$ cat config.mk
export PLATFORM = sky130hd
export DESIGN_NAME = usb_rx_ctrl
export DESIGN_NICKNAME = d
export VERILOG_FILES = /design/src/rtl/usb_rx_pkg.sv /design/src/rtl/usb_rx_ctrl_tmo_counter.sv /design/src/rtl/usb_rx_ctrl.sv
export SDC_FILE = /design/constraint.sdc
export NUM_CORES = 1
export LEC_CHECK = 0
export CAP_MARGIN = 20
export CELL_PAD_IN_SITES_DETAIL_PLACEMENT = 1
export CELL_PAD_IN_SITES_GLOBAL_PLACEMENT = 2
export CORE_ASPECT_RATIO = 0.75
export CORE_UTILIZATION = 30
export DETAILED_ROUTE_END_ITERATION = 6
export DONT_BUFFER_PORTS = 1
export PLACE_DENSITY_LB_ADDON = 0.1
export SLEW_MARGIN = 25
export SYNTH_ARGS = -nofsm -noshare
export SYNTH_HDL_FRONTEND = slang
export SYNTH_SLANG_ARGS = --single-unit
$ cat constraint.sdc
create_clock -name clk -period 2.12 [get_ports clk]
set_clock_uncertainty 0.2 [all_clocks]
set_input_delay 0.212 -clock clk [delete_from_list [all_inputs] [get_ports clk]]
set_output_delay 0.212 -clock clk [all_outputs]
set_load 0.01 [all_outputs]
$ cat src/rtl/usb_rx_pkg.sv
// Shared types and constants for the USB receive sequencer.
// Packet lengths are in unstuffed bits and include PID and CRC.
package usb_rx_pkg;

  localparam int PKT_W  = 99;
  localparam int BCNT_W = 7;
  localparam int TMO_W  = 8;

  localparam logic [BCNT_W-1:0] LEN_HS    = 7'd19;
  localparam logic [BCNT_W-1:0] LEN_TOKEN = 7'd35;
  localparam logic [BCNT_W-1:0] LEN_DATA  = 7'd99;
  localparam logic [BCNT_W-1:0] BCNT_MAX  = 7'd127;

  localparam logic [TMO_W-1:0] IDLE_MAX  = 8'd255;
  localparam logic [TMO_W-1:0] FLUSH_MAX = 8'd100;

  typedef enum logic [2:0] {
    OK      = 3'd0,
    TIMEOUT = 3'd1,
    LENERR  = 3'd2,
    PIDERR  = 3'd3,
    DECTMO  = 3'd4,
    ABORT   = 3'd5
  } rx_status_t;

  typedef enum logic [1:0] {
    KIND_HS    = 2'd0,
    KIND_TOKEN = 2'd1,
    KIND_DATA  = 2'd2,
    KIND_RSVD  = 2'd3
  } rx_kind_t;

  typedef enum logic [2:0] {
    IDLE   = 3'd0,
    ARM    = 3'd1,
    LISTEN = 3'd2,
    FEED   = 3'd3,
    FLUSH  = 3'd4,
    RESP   = 3'd5
  } rx_state_t;

  function automatic logic [BCNT_W-1:0] pkt_len(input rx_kind_t kind);
    case (kind)
      KIND_HS:    return LEN_HS;
      KIND_TOKEN: return LEN_TOKEN;
      KIND_DATA:  return LEN_DATA;
      default:    return '0;
    endcase
  endfunction

endpackage

$ cat src/rtl/usb_rx_ctrl_tmo_counter.sv
// Cycle counter that stops at a programmable limit and flags it; one-cycle clear.
// Expired is combinational from the count, so it is valid in the cycle the limit is reached.
module rx_tmo_counter #(
  parameter int W = 8
) (
  input  logic         clk,
  input  logic         rst,
  input  logic         clear,
  input  logic         enable,
  input  logic [W-1:0] limit,
  output logic [W-1:0] count,
  output logic         expired
);

  always_ff @(posedge clk) begin
    if (rst || clear) begin
      count <= '0;
    end else if (enable && (count != limit)) begin
      count <= count + 1'b1;
    end
  end

  assign expired = enable && (count == limit);

endmodule

$ cat src/rtl/usb_rx_ctrl.sv
// Sequences one received packet into the CRC/PID decoder and reports a result code.
// Bits pass through with zero latency; no backpressure, the decoder takes every forwarded bit.
module usb_rx_ctrl
  import usb_rx_pkg::*;
(
  input  logic             clk,
  input  logic             rst,
  input  logic             start,
  input  logic [1:0]       expectKind,
  input  logic             abort,
  input  logic             bitIn,
  input  logic             bitValid,
  input  logic             eop,
  output logic             decRst_b,
  output logic             decBitIn,
  output logic             decBitInAvail,
  output logic             decDone,
  input  logic             decPktOutAvail,
  input  logic             decValid,
  input  logic [PKT_W-1:0] decPkt,
  output logic             busy,
  output logic             respValid,
  output rx_status_t       respStatus,
  output logic [PKT_W-1:0] respPkt
);

  rx_state_t         state, state_nxt;
  rx_kind_t          kind_q;
  rx_status_t        status_nxt, done_status, resp_status_q;
  logic [BCNT_W-1:0] bit_cnt, len;
  logic [PKT_W-1:0]  resp_pkt_q;
  logic              capture_pkt;
  logic              bit_take;
  logic              tmo_clear, tmo_en, tmo_expired;
  logic [TMO_W-1:0]  tmo_limit, tmo_cnt;

  assign len = pkt_len(kind_q);

  // A bit is accepted in LISTEN/FEED unless the same cycle aborts the packet.
  assign bit_take = ((state == LISTEN) || (state == FEED)) && bitValid && !abort;

  // One counter serves both waits; any state change restarts it.
  assign tmo_clear = (state_nxt != state);
  assign tmo_en    = (state == LISTEN) || (state == FLUSH);
  assign tmo_limit = (state == FLUSH) ? FLUSH_MAX : IDLE_MAX;

  rx_tmo_counter #(.W(TMO_W)) u_tmo (
    .clk     (clk),
    .rst     (rst),
    .clear   (tmo_clear),
    .enable  (tmo_en),
    .limit   (tmo_limit),
    .count   (tmo_cnt),
    .expired (tmo_expired)
  );

  always_ff @(posedge clk) begin
    if (rst) begin
      state <= IDLE;
    end else begin
      state <= state_nxt;
    end
  end

  always_comb begin
    done_status = OK;
    if (bit_cnt != len) begin
      done_status = LENERR;
    end else if ((kind_q != KIND_HS) && !decValid) begin
      done_status = PIDERR;
    end
  end

  always_comb begin
    state_nxt   = state;
    status_nxt  = resp_status_q;
    capture_pkt = 1'b0;
    case (state)
      IDLE: begin
        if (start) begin
          if (rx_kind_t'(expectKind) == KIND_RSVD) begin
            state_nxt  = RESP;
            status_nxt = LENERR;
          end else begin
            state_nxt = ARM;
          end
        end
      end
      ARM: begin
        if (abort) begin
          state_nxt  = RESP;
          status_nxt = ABORT;
        end else begin
          state_nxt = LISTEN;
        end
      end
      LISTEN: begin
        if (abort) begin
          state_nxt  = RESP;
          status_nxt = ABORT;
        end else if (bitValid) begin
          state_nxt = eop ? FLUSH : FEED;
        end else if (tmo_expired) begin
          state_nxt  = RESP;
          status_nxt = TIMEOUT;
        end else if (eop) begin
          state_nxt  = RESP;
          status_nxt = LENERR;
        end
      end
      FEED: begin
        if (abort) begin
          state_nxt  = RESP;
          status_nxt = ABORT;
        end else if (eop) begin
          state_nxt = FLUSH;
        end
      end
      FLUSH: begin
        if (abort) begin
          state_nxt  = RESP;
          status_nxt = ABORT;
        end else if (decPktOutAvail) begin
          state_nxt   = RESP;
          status_nxt  = done_status;
          capture_pkt = 1'b1;
        end else if (tmo_expired) begin
          state_nxt  = RESP;
          status_nxt = DECTMO;
        end
      end
      RESP:    state_nxt = IDLE;
      default: state_nxt = IDLE;
    endcase
  end

  always_ff @(posedge clk) begin
    if (rst) begin
      kind_q        <= KIND_HS;
      bit_cnt       <= '0;
      resp_status_q <= OK;
      resp_pkt_q    <= '0;
    end else begin
      if ((state == IDLE) && start) begin
        kind_q <= rx_kind_t'(expectKind);
      end
      if (state == IDLE) begin
        bit_cnt <= '0;
      end else if (bit_take && (bit_cnt != BCNT_MAX)) begin
        bit_cnt <= bit_cnt + 1'b1;
      end
      if ((state_nxt == RESP) && (state != RESP)) begin
        resp_status_q <= status_nxt;
      end
      if (capture_pkt) begin
        resp_pkt_q <= decPkt;
      end
    end
  end

  // Outputs are forced to their reset values for the whole reset cycle.
  always_comb begin
    busy          = !rst && (state != IDLE);
    decRst_b      = !rst && (state != ARM);
    decBitIn      = bitIn;
    decBitInAvail = !rst && bit_take && (bit_cnt < len);
    decDone       = !rst && (state == FLUSH) && (tmo_cnt == '0);
    respValid     = !rst && (state == RESP);
    respStatus    = resp_status_q;
    respPkt       = resp_pkt_q;
  end

endmodule

== Word-level counts from Yosys, hierarchy flattened ==
Index checks and enable logic that the tools add are counted.

* $lt $le $gt $ge: 1
* Reductions and logical operators: 30
* Mux-type cells: 32
* $add $sub $neg: 2
* Eq/ne operators: 22

{| class="wikitable"
|+ Operators by type and width
! operator !! number
|-
| 3-bit two-way mux || 23
|-
| 7-bit one-hot mux with 3 select lines || 1
|-
| 1-bit logical AND || 15
|-
| 3-bit one-hot mux with 5 select lines || 1
|-
| 3-bit one-hot mux with 4 select lines || 1
|-
| 3-bit equality test, second input constant || 3
|-
| 8-bit by 1-bit adder with 8-bit output, second input constant || 1
|-
| 8-bit equality test || 1
|-
| 8-bit logical NOT || 1
|-
| 8-bit two-way mux || 1
|-
| 4-bit inequality test, second input constant || 2
|-
| 8-bit inequality test || 1
|-
| 8-bit AND reduction || 1
|-
| 7-bit by 1-bit adder with 7-bit output, second input constant || 1
|-
| 7-bit less-than comparator || 1
|-
| 7-bit inequality test || 1
|-
| 7-bit inequality test, second input constant || 1
|-
| 3-bit by 2-bit equality test with 1-bit output, second input constant || 2
|-
| 3-bit inequality test, second input constant || 2
|-
| 2-bit equality test, second input constant || 2
|-
| 2-bit two-way mux || 2
|-
| 2-bit inequality test, second input constant || 2
|-
| 4-bit nonzero test || 1
|-
| 2-bit OR reduction || 2
|-
| other kinds (12) || 18
|}

* Input bits: 110
* Output and inout port bits: 108
* Flip-flop bits (word level): 122

== Depth between registers and ports, before layout ==
Gate-level depths: netlist of run 1.

* Word-level depth: 11
* Depth in mapped cells: 9
* Mapped depth without buffers: 9

== By module ==
A second synthesis of run 1 with hierarchy kept.

* Cell total of the unflattened synthesis: 634
* Area total of the unflattened synthesis: 5017.3 sq um

{| class="wikitable"
|+ By module, submodules not included
! module !! cells each !! instances !! area each (sq um)
|-
| usb_rx_ctrl || 582 || 1 || 4525.6
|-
| rx_tmo_counter || 52 || 1 || 491.7
|}

== Worst setup path before layout of run 1 ==
OpenSTA, ideal clock, no wires.

* Kind: register to output
* From: register kind_q[0]
* To: output port decBitInAvail
* Data required time: 1.708 ns
* Buffers on the path: 0
* Setup slack: -0.371 ns
* Arrival: 2.079 ns
* Stages on the path, launching flop included: 8
* Path through: dfxtp_1 ha_1 ha_1 nor2b_1 o41a_1 o21ai_0 nand2b_1 a2111oi_0

* Longest elaborated chain between the ends: 4
* Elaborated cells between the ends (all ways): 6
* Those cells by class: order compare (1); eq/ne (2); mux (1); reduce/logical (2)

{| class="wikitable"
|+ RTL lines
! what !! line !! source
|-
| from (decl) || usb_rx_ctrl.sv:28 || <nowiki>rx_kind_t kind_q;</nowiki>
|-
| from (signal assigned) || usb_rx_ctrl.sv:145 || <nowiki>kind_q <= rx_kind_t'(expectKind);</nowiki>
|-
| 2-bit equality test (tied with other cells) || usb_rx_pkg.sv:43 || <nowiki>case (kind)</nowiki>
|-
| 7-bit one-hot mux with 3 select lines * || usb_rx_pkg.sv:43 ||
|-
| 7-bit less-than comparator * || usb_rx_ctrl.sv:166 || <nowiki>decBitInAvail = !rst && bit_take && (bit_cnt < len);</nowiki>
|-
| 1-bit logical AND * || usb_rx_ctrl.sv:166 ||
|-
| to (decl) || usb_rx_ctrl.sv:16 || <nowiki>output logic decBitInAvail,</nowiki>
|}

Every way passes the cells marked *; elsewhere a longest branch is shown, timed or not.

== Final worst setup path of run 1 ==
Same ends and word-level chain as after synthesis.

==> run summary, run 1 <==
status = finished with violations
failing checks = DRC, hold timing, setup timing
PD cells = 1020 mW/mm^2
core area = 0.0163 sq mm
proportion of layout cells with a drive suffix above 1 = 0.143
synthesized area per cell = 7.79 sq um
clock root cell = clkbuf_16
Worst Setup End Kind = output port
drt drc = 34
Post-DRT Antenna Nets = 0
Die W = 152 um
Max clock buf depth = 2
CTS H-tree depth = 4
CP Launch Type = flip-flop
R2R setup slack = -170 ps
fin nets = 786
Finish-stage setup viols = 5
CP arrival = 2140 ps
RSZ-0062 raised after global routing = yes
Power Total = 6570 uW
final setup margin = -430 ps
CTS Buf Count = 17
DR pass1 iterations = 7
dpl cell area = 0.00545 sq mm
register area share after synthesis = 0.483
WL/cell = 18.3 um
Seq cells post-synth = 122
grt ovf = 0
Synth Flop Type = dfxtp_1
Yosys top cell area share = 0.483
FP Rows = 40
peak supply drop = 0.448 mV
Slew headroom = 0.597
RD Place Congestion = 0.780
vias in the first global route = 4,648
detailed placer's ending HPWL = 11,000 um
Finished Cell Area = 0.00642 sq mm
syn_nets = 770
largest net degree at the start of global routing = 110
CTS tree = built
Leakage = 0.00223 uW
Die Span Y = 114 um
initial antenna violation count = 0
first-pass GRT wire length = 25,400 um
Hold Path Class = input port to flip-flop
total routed wirelength = 16,300 um
synth unique cells = 53
die area = 0.0174 sq mm
Sink Count = 122
Cell Area, Synth = 0.00505 sq mm
Post-Syn Instances = 649
most frequent cells in the layout = nand2_1, dfxtp_1, a21oi_1, nor2_1, buf_4
Initial Util = 0.311
hold slack = -301 ps
final hold violation count = 103
Skew-Pair Late Insertion Delay = 420 ps
fill count = 1,890
post-DR vias/cell = 5.11
async set-or-reset flop fraction in the synthesized netlist = 0
Yosys top cell by area = dfxtp_1
most common cell after layout, fill and taps aside = nand2_1
Syn. warnings = 0
routed via count = 4,530
synth top area cells = dfxtp_1, nand2_1, a21oi_1
GRT Overall Usage = 0.189
WP data required = 1710 ps
crit path time final = 2550 ps
Post-synth EDFFs = 0
WS Path Type = flip-flop to output port
PortBufs = 0
Reg clk slew, reported paths = 60 ps
Max Freq = 392 MHz
fin crit share = 1.20
initial drt markers = 256
crit-path max FO = 3
Tightest Pin Transition = 597 ps
max-cap check violation count = 0
Area Overhead vs Synth = 27.0%
# diodes = 0
io pins = 218
Pins Over Slew Limit = 0
metrics by stage:
step | utilization | std cells | hold slack, ps | TNS [ps] | worst slack (ps)
2_1_floorplan | - | 649 | 148 | -9.09 | -9.09
3_5_place_dp | 0.335 | 843 | 95.9 | -398 | -116
5_1_grt | 0.395 | 887 | -360 | -1600 | -539
6_report | 0.395 | 887 | -301 | -1060 | -430
4_1_cts | 0.388 | 883 | -359 | -819 | -525
3_3_place_gp | 0.335 | 843 | 95.6 | -287 | -99.0
repair_timing:
item                                    in CTS  in global routing
gates cloned                                 1                  0
hold buffers                                 7                  2
setup buffers                                2                  2
hold endpoints to repair                   116                105
pin swaps                                    9                 13
gates resized for setup                     22                 21
endpoints found under the setup margin       8                 18
report_power, final:
group | internal, uW | switching [uW] | total [uW]
Sequential | 2390 | 130 | 2520
Combinational | 338 | 403 | 741
Clock | 2210 | 1100 | 3310
state kept, by name, indices dropped and copies added (netlist names):
register and cells:
respStatus 3, bit_cnt 7, kind_q 2, respPkt 99, state 3, u_tmo.count 8
final cells by class:
cell class | count | area, sq um | share of cell area
Multi-Input combinational cell | 466 | 2540 | 0.395
Sequential cell | 122 | 2450 | 0.382
Timing Repair Buffer | 41 | 432 | 0.0672
Clock buffer | 17 | 425 | 0.0663
Tap cell | 210 | 263 | 0.0409
Clock inverter | 14 | 244 | 0.0380
Inverter | 17 | 66.3 | 0.0103
cells in the mapped netlist, types with 2 or more instances:
master     number
nand2_1       213
dfxtp_1       122
a21oi_1       111
nand2b_1        3
and2_1          2
nor3_1          3
o311a_1         2
o211ai_1        3
and3_1          6
mux2i_1         4
nand4_1         3
buf_2           4
a2111oi_0       2
o21ai_0         8
nor2b_1         4
or3_1           2
a211oi_1        6
a21o_1          2
inv_1          17
clkbuf_1       39
nor2_1         28
xor2_1          6
and4_1          4
xnor2_1         8
nand3_1         9
ha_1           11
path summary, 6_finish.rpt:
kind	end	depth (start not counted)	startpoint
setup reg to reg	respStatus[1]	6	u_tmo.count[1]
hold reg to reg	kind_q[0]	2	kind_q[0]
setup / recovery	decBitInAvail	7	kind_q[0]
hold / removal	kind_q[0]	1	rst
routing by layer:
layer	GRT usage	share of wire	vias to the layer above
met1	0.225	0.42	2170
met2	0.310	0.47	160
met4	0.0531	0.0061	0
met5	0	0	-
li1	-	-	2194
met3	0.0833	0.095	6
worst max-delay path, stage by stage, from the launching register on:
cell and delay, ps:
dfxtp_2 340, ha_4 170, ha_4 200, nor2b_1 130
o41a_1 300, o21ai_1 130, nand2b_1 110, a2111oi_4 360
cell families after synthesis:
group,after synthesis,share of synthesized area
AND/OR/NAND/NOR,288,0.243
XOR/XNOR,14,0.0243
flip-flops,122,0.483
adder cells (fa/ha/maj),11,0.0272
buffers and inverters,61,0.0470
multiplexers,4,0.00792
AO/OA/AOI/OAI,149,0.167
(Power assumes the default switching activity.)
==> run 2, diff against run 1 <==
- SYNTH_HIERARCHICAL: unset -> 1
==> run 2 against run 1 <==
The flow finishes with violations (hold timing, setup timing). Clock power down 11%. Worst setup slack worse by 220 ps. First-iteration DRC count down 43%. Power down 4.2%. Core utilization up 0.78 points. Global-route usage down 1.4 points. Cell area up 1.3%. Critical endpoint is now decDone. Largest cell class unchanged.
==> run summary, run 2 <==
WP data required = 1710 ps (about the same)
fin nets = 785 (-0.13%)
Hold Path Class = input port to flip-flop
list of most frequent post-synthesis cells = nand2_1, dfxtp_1, a21oi_1, clkbuf_1, nor2_1
Seq cells post-synth = 122 (unchanged)
RD Place Congestion = 0.762 (-2.3%)
Post-synth EDFFs = 0 (unchanged)
most frequent cells in the layout = nand2_1, dfxtp_1, a21oi_1, buf_4, clkbuf_16
Syn. warnings = 6 (+6)
grt ovf = 0 (unchanged)
Skew-Pair Late Insertion Delay = 410 ps (about the same)
Worst Setup End Kind = output port
Pins Over Slew Limit = 0 (unchanged)
CP arrival = 2350 ps (+210 ps)
Die Span Y = 114 um (-0.37%)
Max Freq = 362 MHz (-7.8%)
Die W = 151 um (-0.37%)
Leakage = 0.00225 uW (+1.3%)
initial antenna violation count = 0 (unchanged)
hold slack = -333 ps (-32.7 ps)
PortBufs = 0 (unchanged)
Finish-stage setup viols = 15 (+10)
Largest register FFs = 99 (unchanged)
post-DR vias/cell = 5.07 (-0.77%)
placed cells = 842 (-0.12%)
failing checks = hold timing, setup timing
most common cell in the netlist = nand2_1
initial drt markers = 145 (-43%)
crit path time final = 2770 ps (+216 ps)
FP Rows = 40 (unchanged)
Post-DRT Antenna Nets = 0 (unchanged)
async set-or-reset flop fraction in the synthesized netlist = 0 (unchanged)
synthesized area per cell = 7.91 sq um (+1.6%)
WS Path Type = flip-flop to output port
clock root cell = clkbuf_16
Yosys top cell by area = dfxtp_1
DR pass1 iterations = 4 (-3)
PD cells = 968 mW/mm^2 (-5.4%)
final setup margin = -646 ps (-216 ps)
fill count = 1,889 (-0.053%)
Cell Area, Synth = 0.00502 sq mm (-0.74%)
io pins = 218 (unchanged)
register area share after synthesis = 0.487 (+0.00361)
CP dominant cell by count = buf_4
Yosys top cell area share = 0.487 (+0.00361)
first-pass GRT wire length = 23,100 um (-9.0%)
crit-path max FO = 6 (+3)
Finished Layout Cells = 887 (unchanged)
Largest stage delay, worst path = 430 ps (+70 ps)
CTS Buf Count = 17 (unchanged)
GRT met2 Usage = 0.271 (-0.0386)
# diodes = 0 (unchanged)
Sink Count = 122 (unchanged)
CTS H-tree depth = 4 (unchanged)
RSZ-0062 raised after global routing = yes
post-cts hold buffer count = 2 (-5)
critical path's slowest cell = or4_4
CTS tree = built
area of the multi-input gates = 0.00268 sq mm (+5.7%)
drt drc = 0 (-100%)
Initial Util = 0.310 (-0.000398)
Synth Flop Type = dfxtp_1
Power Total = 6300 uW (-4.2%)
vias in the first global route = 4,412 (-5.1%)
peak supply drop = 0.453 mV (+1.1%)
synth unique cells = 51 (-3.8%)
status = finished with violations
Reg clk slew, reported paths = 60 ps (about the same)
proportion of layout cells with a drive suffix above 1 = 0.223 (+0.0798)
Setup WS pre-CTS = -666 ps (-550 ps)
detailed placer's ending HPWL = 10,500 um (-4.7%)
synth top area cells = dfxtp_1, nand2_1, a21oi_1
GR peak layer = met2
GRT Overall Usage = 0.175 (-0.0143)
largest net degree at the start of global routing = 117 (+6.4%)
WL/cell = 17.5 um (-4.5%)
Post-Syn Instances = 634 (-2.3%)
fin crit share = 1.30 (+0.102)
utilization of the core after routing = 0.402 (+0.00778)
max-cap check violation count = 0 (unchanged)
Area Overhead vs Synth = 29.7%
die area = 0.0173 sq mm (-0.73%)
total routed wirelength = 15,500 um (-4.5%)
CP Launch Type = flip-flop
routed via count = 4,495 (-0.77%)
total area of sequential cells = 0.00245 sq mm (+0.10%)
final hold violation count = 120 (+17%)
most common cell after layout, fill and taps aside = nand2_1
crit path cell chain = nor3b_4, inv_4, buf_6, buf_4, or4_4, nor4_4, buf_4, buf_4
M3 GR Usage = 0.0668 (-0.0165)
Max clock buf depth = 2 (unchanged)
core area = 0.0162 sq mm (-0.62%)
met1 usage = 0.215 (-0.0101)
[run 2: changes by cell type after synthesis, moves of 3 or more]
cell,delta
clkbuf_1,-15
or4_1,+4
and3_1,-3
o21ai_0,+5
buf_2,+8
nor2_1,-14
a211oi_1,-3
inv_1,-6
nor3_1,+6
nor4_1,+3
and4_1,-4
nand2_1,-3
[run 2: repair_timing]
item | in CTS | in global routing
gates cloned | 0 | 0
buffers inserted | 2 | 10
resized for setup | 39 | 32
endpoints found under the hold margin | 122 | 118
endpoints found under the setup margin | 16 | 16
pin swaps | 13 | 12
[run 2: final cells by class]
cell class / instances / area share
multi-input cells: 460 / 0.412
inverters: 12 / 0.00769
clock inverters: 12 / 0.0227
well taps: 210 / 0.0404
flip-flops and latches: 122 / 0.377
repair buffers: 52 / 0.0702
clock buffers: 19 / 0.0696
[run 2: cell families (layout without fill, tap and decap cells)]
group           Yosys count  after routing  share of synthesized area
fa+ha+maj                10             10                     0.0249
compound gates          150            150                      0.166
other cells               1              3                   0.000747
simple gates            278            278                      0.238
mux                       4              4                    0.00798
buf+inv                  54             95                     0.0486
xor+xnor                 15             15                     0.0262
flops                   122            122                      0.487
[run 2: final timing paths]
path         slack [ps]  cells after the start             end   startpoint
min reg2reg         300                      2     respPkt[27]  respPkt[27]
min                -330                      1      respPkt[4]          rst
max reg2reg        -600                     13  u_tmo/count[3]     state[1]
max                -650                      8         decDone     state[1]
[run 2: where the power goes]
part	leakage [uW]	internal [uW]	switching [uW]
sequential	0.000989	2390	110
clock	0.000295	1900	1070
combinational	0.000971	371	461
total	0.00225	4660	1640
[run 2: per-layer routing]
metal	vias to the layer above	wire (um)	share of wire
met4	0	244	0.016
met5	-	0	0
li1	2184	-	-
met3	22	1390	0.089
met2	161	7060	0.45
met1	2128	6830	0.44
[run 2: critical path: cells and delay by family (launching register included)]
family,cells,cell delay [ps]
flip-flops,1,350
buffers and inverters,5,690
AND/OR/NAND/NOR,3,910
[run 2: metrics by stage]
step	hold WS (ps)	setup TNS [ps]	instance area [sq um]
finish	-333	-7270	6510
global placement	89.4	-5060	5460
floorplan	91.3	-6480	5080
global route	-348	-10060	6510
CTS	-359	-6620	6290
detailed placement	91.7	-7480	5460
==> run 3, diff against run 2 <==
- MAX_ROUTING_LAYER: unset -> met4
- PLACE_DENSITY: unset -> 0.79
- PLACE_DENSITY_LB_ADDON: 0.1 -> unset
==> run 3 against run 2 <==
The flow still finishes with violations (hold timing, setup timing). Die area unchanged. Clock-buffer cell count is 1 lower. Core utilization is 1.3 points lower. Cell area shrank 3.3%. Clock power is 3% higher. Critical path type is now flip-flop to flip-flop. Critical endpoint is now u_tmo/count[1].
==> run summary, run 3 (synthesis results as in run 2) <==
total routed wirelength = 15,000 um (-3.5%)
post-cts hold buffer count = 2 (unchanged)
P_int = 4690 uW (+0.58%)
crit-path max FO = 6 (unchanged)
max-cap check violation count = 0 (unchanged)
Max Freq = 376 MHz (+3.9%)
fill count = 1,914 (+1.3%)
clock root cell = clkbuf_16
peak supply drop = 0.472 mV (+4.2%)
status = finished with violations
fin nets = 778 (-0.89%)
Worst Setup End Kind = flip-flop
# diodes = 0 (unchanged)
die area = 0.0173 sq mm (unchanged)
PortBufs = 0 (unchanged)
Max clock buf depth = 2 (unchanged)
Area Overhead vs Synth = 25.4%
Die W = 151 um (unchanged)
WL/cell = 17.0 um (-2.8%)
Combinational Power Share = 0.119 (-0.013)
critical path's slowest cell = dfxtp_2
Largest register FFs = 99 (unchanged)
vias in the first global route = 4,405 (-0.16%)
grt ovf = 0 (unchanged)
io pins = 218 (unchanged)
largest net degree at the start of global routing = 117 (unchanged)
crit path cell chain = nor3b_4, inv_4, xnor2_2, nand4_2, nor2_2, and2_4, or3_4, a21oi_2, a211oi_2, o21ai_1, nand3_2, buf_4, nor3_4
fin crit share = 1.26 (-0.0488)
Pins Over Slew Limit = 0 (unchanged)
CTS Buf Count = 17 (unchanged)
WP data required = 2250 ps (+540 ps)
Finish-stage setup viols = 15 (unchanged)
final setup margin = -542 ps (+103 ps)
Sink Count = 122 (unchanged)
post-DR vias/cell = 5.00 (-1.3%)
Largest stage delay, worst path = 330 ps (-100 ps)
most common cell after layout, fill and taps aside = nand2_1
Skew-Pair Late Insertion Delay = 410 ps (about the same)
Sequential Power Share = 0.397 (about the same)
proportion of layout cells with a drive suffix above 1 = 0.182 (-0.0412)
failing checks = hold timing, setup timing
P_sw = 1620 uW (-0.86%)
Post-DRT Antenna Nets = 0 (unchanged)
Reg clk slew, reported paths = 50 ps (about the same)
detailed placer's ending HPWL = 9980 um (-5.2%)
FP Rows = 40 (unchanged)
crit path time final = 2660 ps (-103 ps)
routed via count = 4,405 (-2.0%)
Die Span Y = 114 um (unchanged)
PD cells = 1000 mW/mm^2 (+3.6%)
CP Launch Type = flip-flop
hold slack = -315 ps (+18.2 ps)
CTS tree = built
most frequent cells in the layout = nand2_1, dfxtp_1, a21oi_1, buf_4, clkbuf_16
WS Path Type = flip-flop to flip-flop
clock share of power = 0.484 (+0.013)
Initial Util = 0.310 (unchanged)
RSZ-0062 raised after global routing = yes
DR pass1 iterations = 4 (unchanged)
area of the multi-input gates = 0.00253 sq mm (-5.8%)
final hold violation count = 115 (-4.2%)
Hold Path Class = input port to flip-flop
first-pass GRT wire length = 22,300 um (-3.5%)
initial drt markers = 199 (+37%)
CTS H-tree depth = 4 (unchanged)
Setup TNS = -6550 ps (+722 ps)
CP arrival = 2790 ps (+440 ps)
initial antenna violation count = 0 (unchanged)
GRT Overall Usage = 0.173 (-0.00202)
Leakage = 0.00218 uW (-3.2%)
drt drc = 0 (unchanged)
RD Place Congestion = 0.862 (+13%)
total area of sequential cells = 0.00245 sq mm (-0.25%)
Sw Ratio = 0.257 (-0.00276)
Setup WS pre-CTS = -580 ps (+86.4 ps)
core area = 0.0162 sq mm (unchanged)
-- run 3: cell types whose count changed in the layout (fill, tap and decap cells not counted), sizes merged --
cell	previous run	this run
buf	50	43
clkinv	6	4
clkinvlp	2	4
bufinv	3	4
clkbuf	19	18
inv	13	14
-- run 3: path summary, 6_finish.rpt --
kind,slack [ps],cells after the start,endpoint,from
worst max-delay path,-540,13,u_tmo/count[1],state[1]
worst max register to register,-540,13,u_tmo/count[1],state[1]
worst min-delay path,-320,1,state[0],rst
worst min register to register,300,2,respPkt[7],respPkt[7]
-- run 3: power groups by stage --
stage / sequential (uW) / clock, uW / combinational, uW
floorplan: 2520 / 0 / 493
global placement: 2550 / 0 / 636
detailed placement: 2550 / 0 / 667
CTS: 2510 / 3140 / 708
global route: 2520 / 3230 / 828
finish: 2510 / 3060 / 748
-- run 3: stage by stage --
| step | hold slack, ps | utilization | area (sq um) | cells | power [uW] |
|---|---|---|---|---|---|
| floorplan | 91.3 | - | 5080 | 636 | 3020 |
| global placement | 93.0 | 0.336 | 5430 | 838 | 3190 |
| detailed placement | 95.5 | 0.336 | 5430 | 838 | 3220 |
| CTS | -344 | 0.382 | 6180 | 878 | 6360 |
| global route | -342 | 0.389 | 6290 | 881 | 6580 |
| finish | -315 | 0.389 | 6290 | 881 | 6310 |
-- run 3: final cells by class --
| type | count | share of cell area |
|---|---|---|
| Inverter | 12 | 0.00755 |
| Multi-Input combinational cell | 460 | 0.402 |
| Timing Repair Buffer | 45 | 0.0610 |
| Clock inverter | 14 | 0.0310 |
| Tap cell | 210 | 0.0417 |
| Sequential cell | 122 | 0.389 |
| Clock buffer | 18 | 0.0682 |
-- run 3: worst max-delay path: cells and delay by family (launching register included) --
| kind | cells | cell delay, ps |
|---|---|---|
| simple gates | 7 | 1220 |
| compound gates | 3 | 370 |
| flops | 1 | 330 |
| buf+inv | 2 | 290 |
| xor+xnor | 1 | 170 |
-- run 3: per-layer routing --
layer	wire length, um	up-vias	track usage
met5	0	-	-
met4	270	0	0.0700
met2	7410	149	0.284
met3	1070	22	0.0488
met1	6240	2076	0.197
li1	-	2158	-
-- run 3: timing repair --
item / in CTS / in global routing
endpoints found under the setup margin: 16 / 19
cloned: 0 / 0
resized for setup: 13 / 20
pin swaps: 9 / 14
buffers inserted: 7 / 4
hold endpoints to repair: 122 / 119
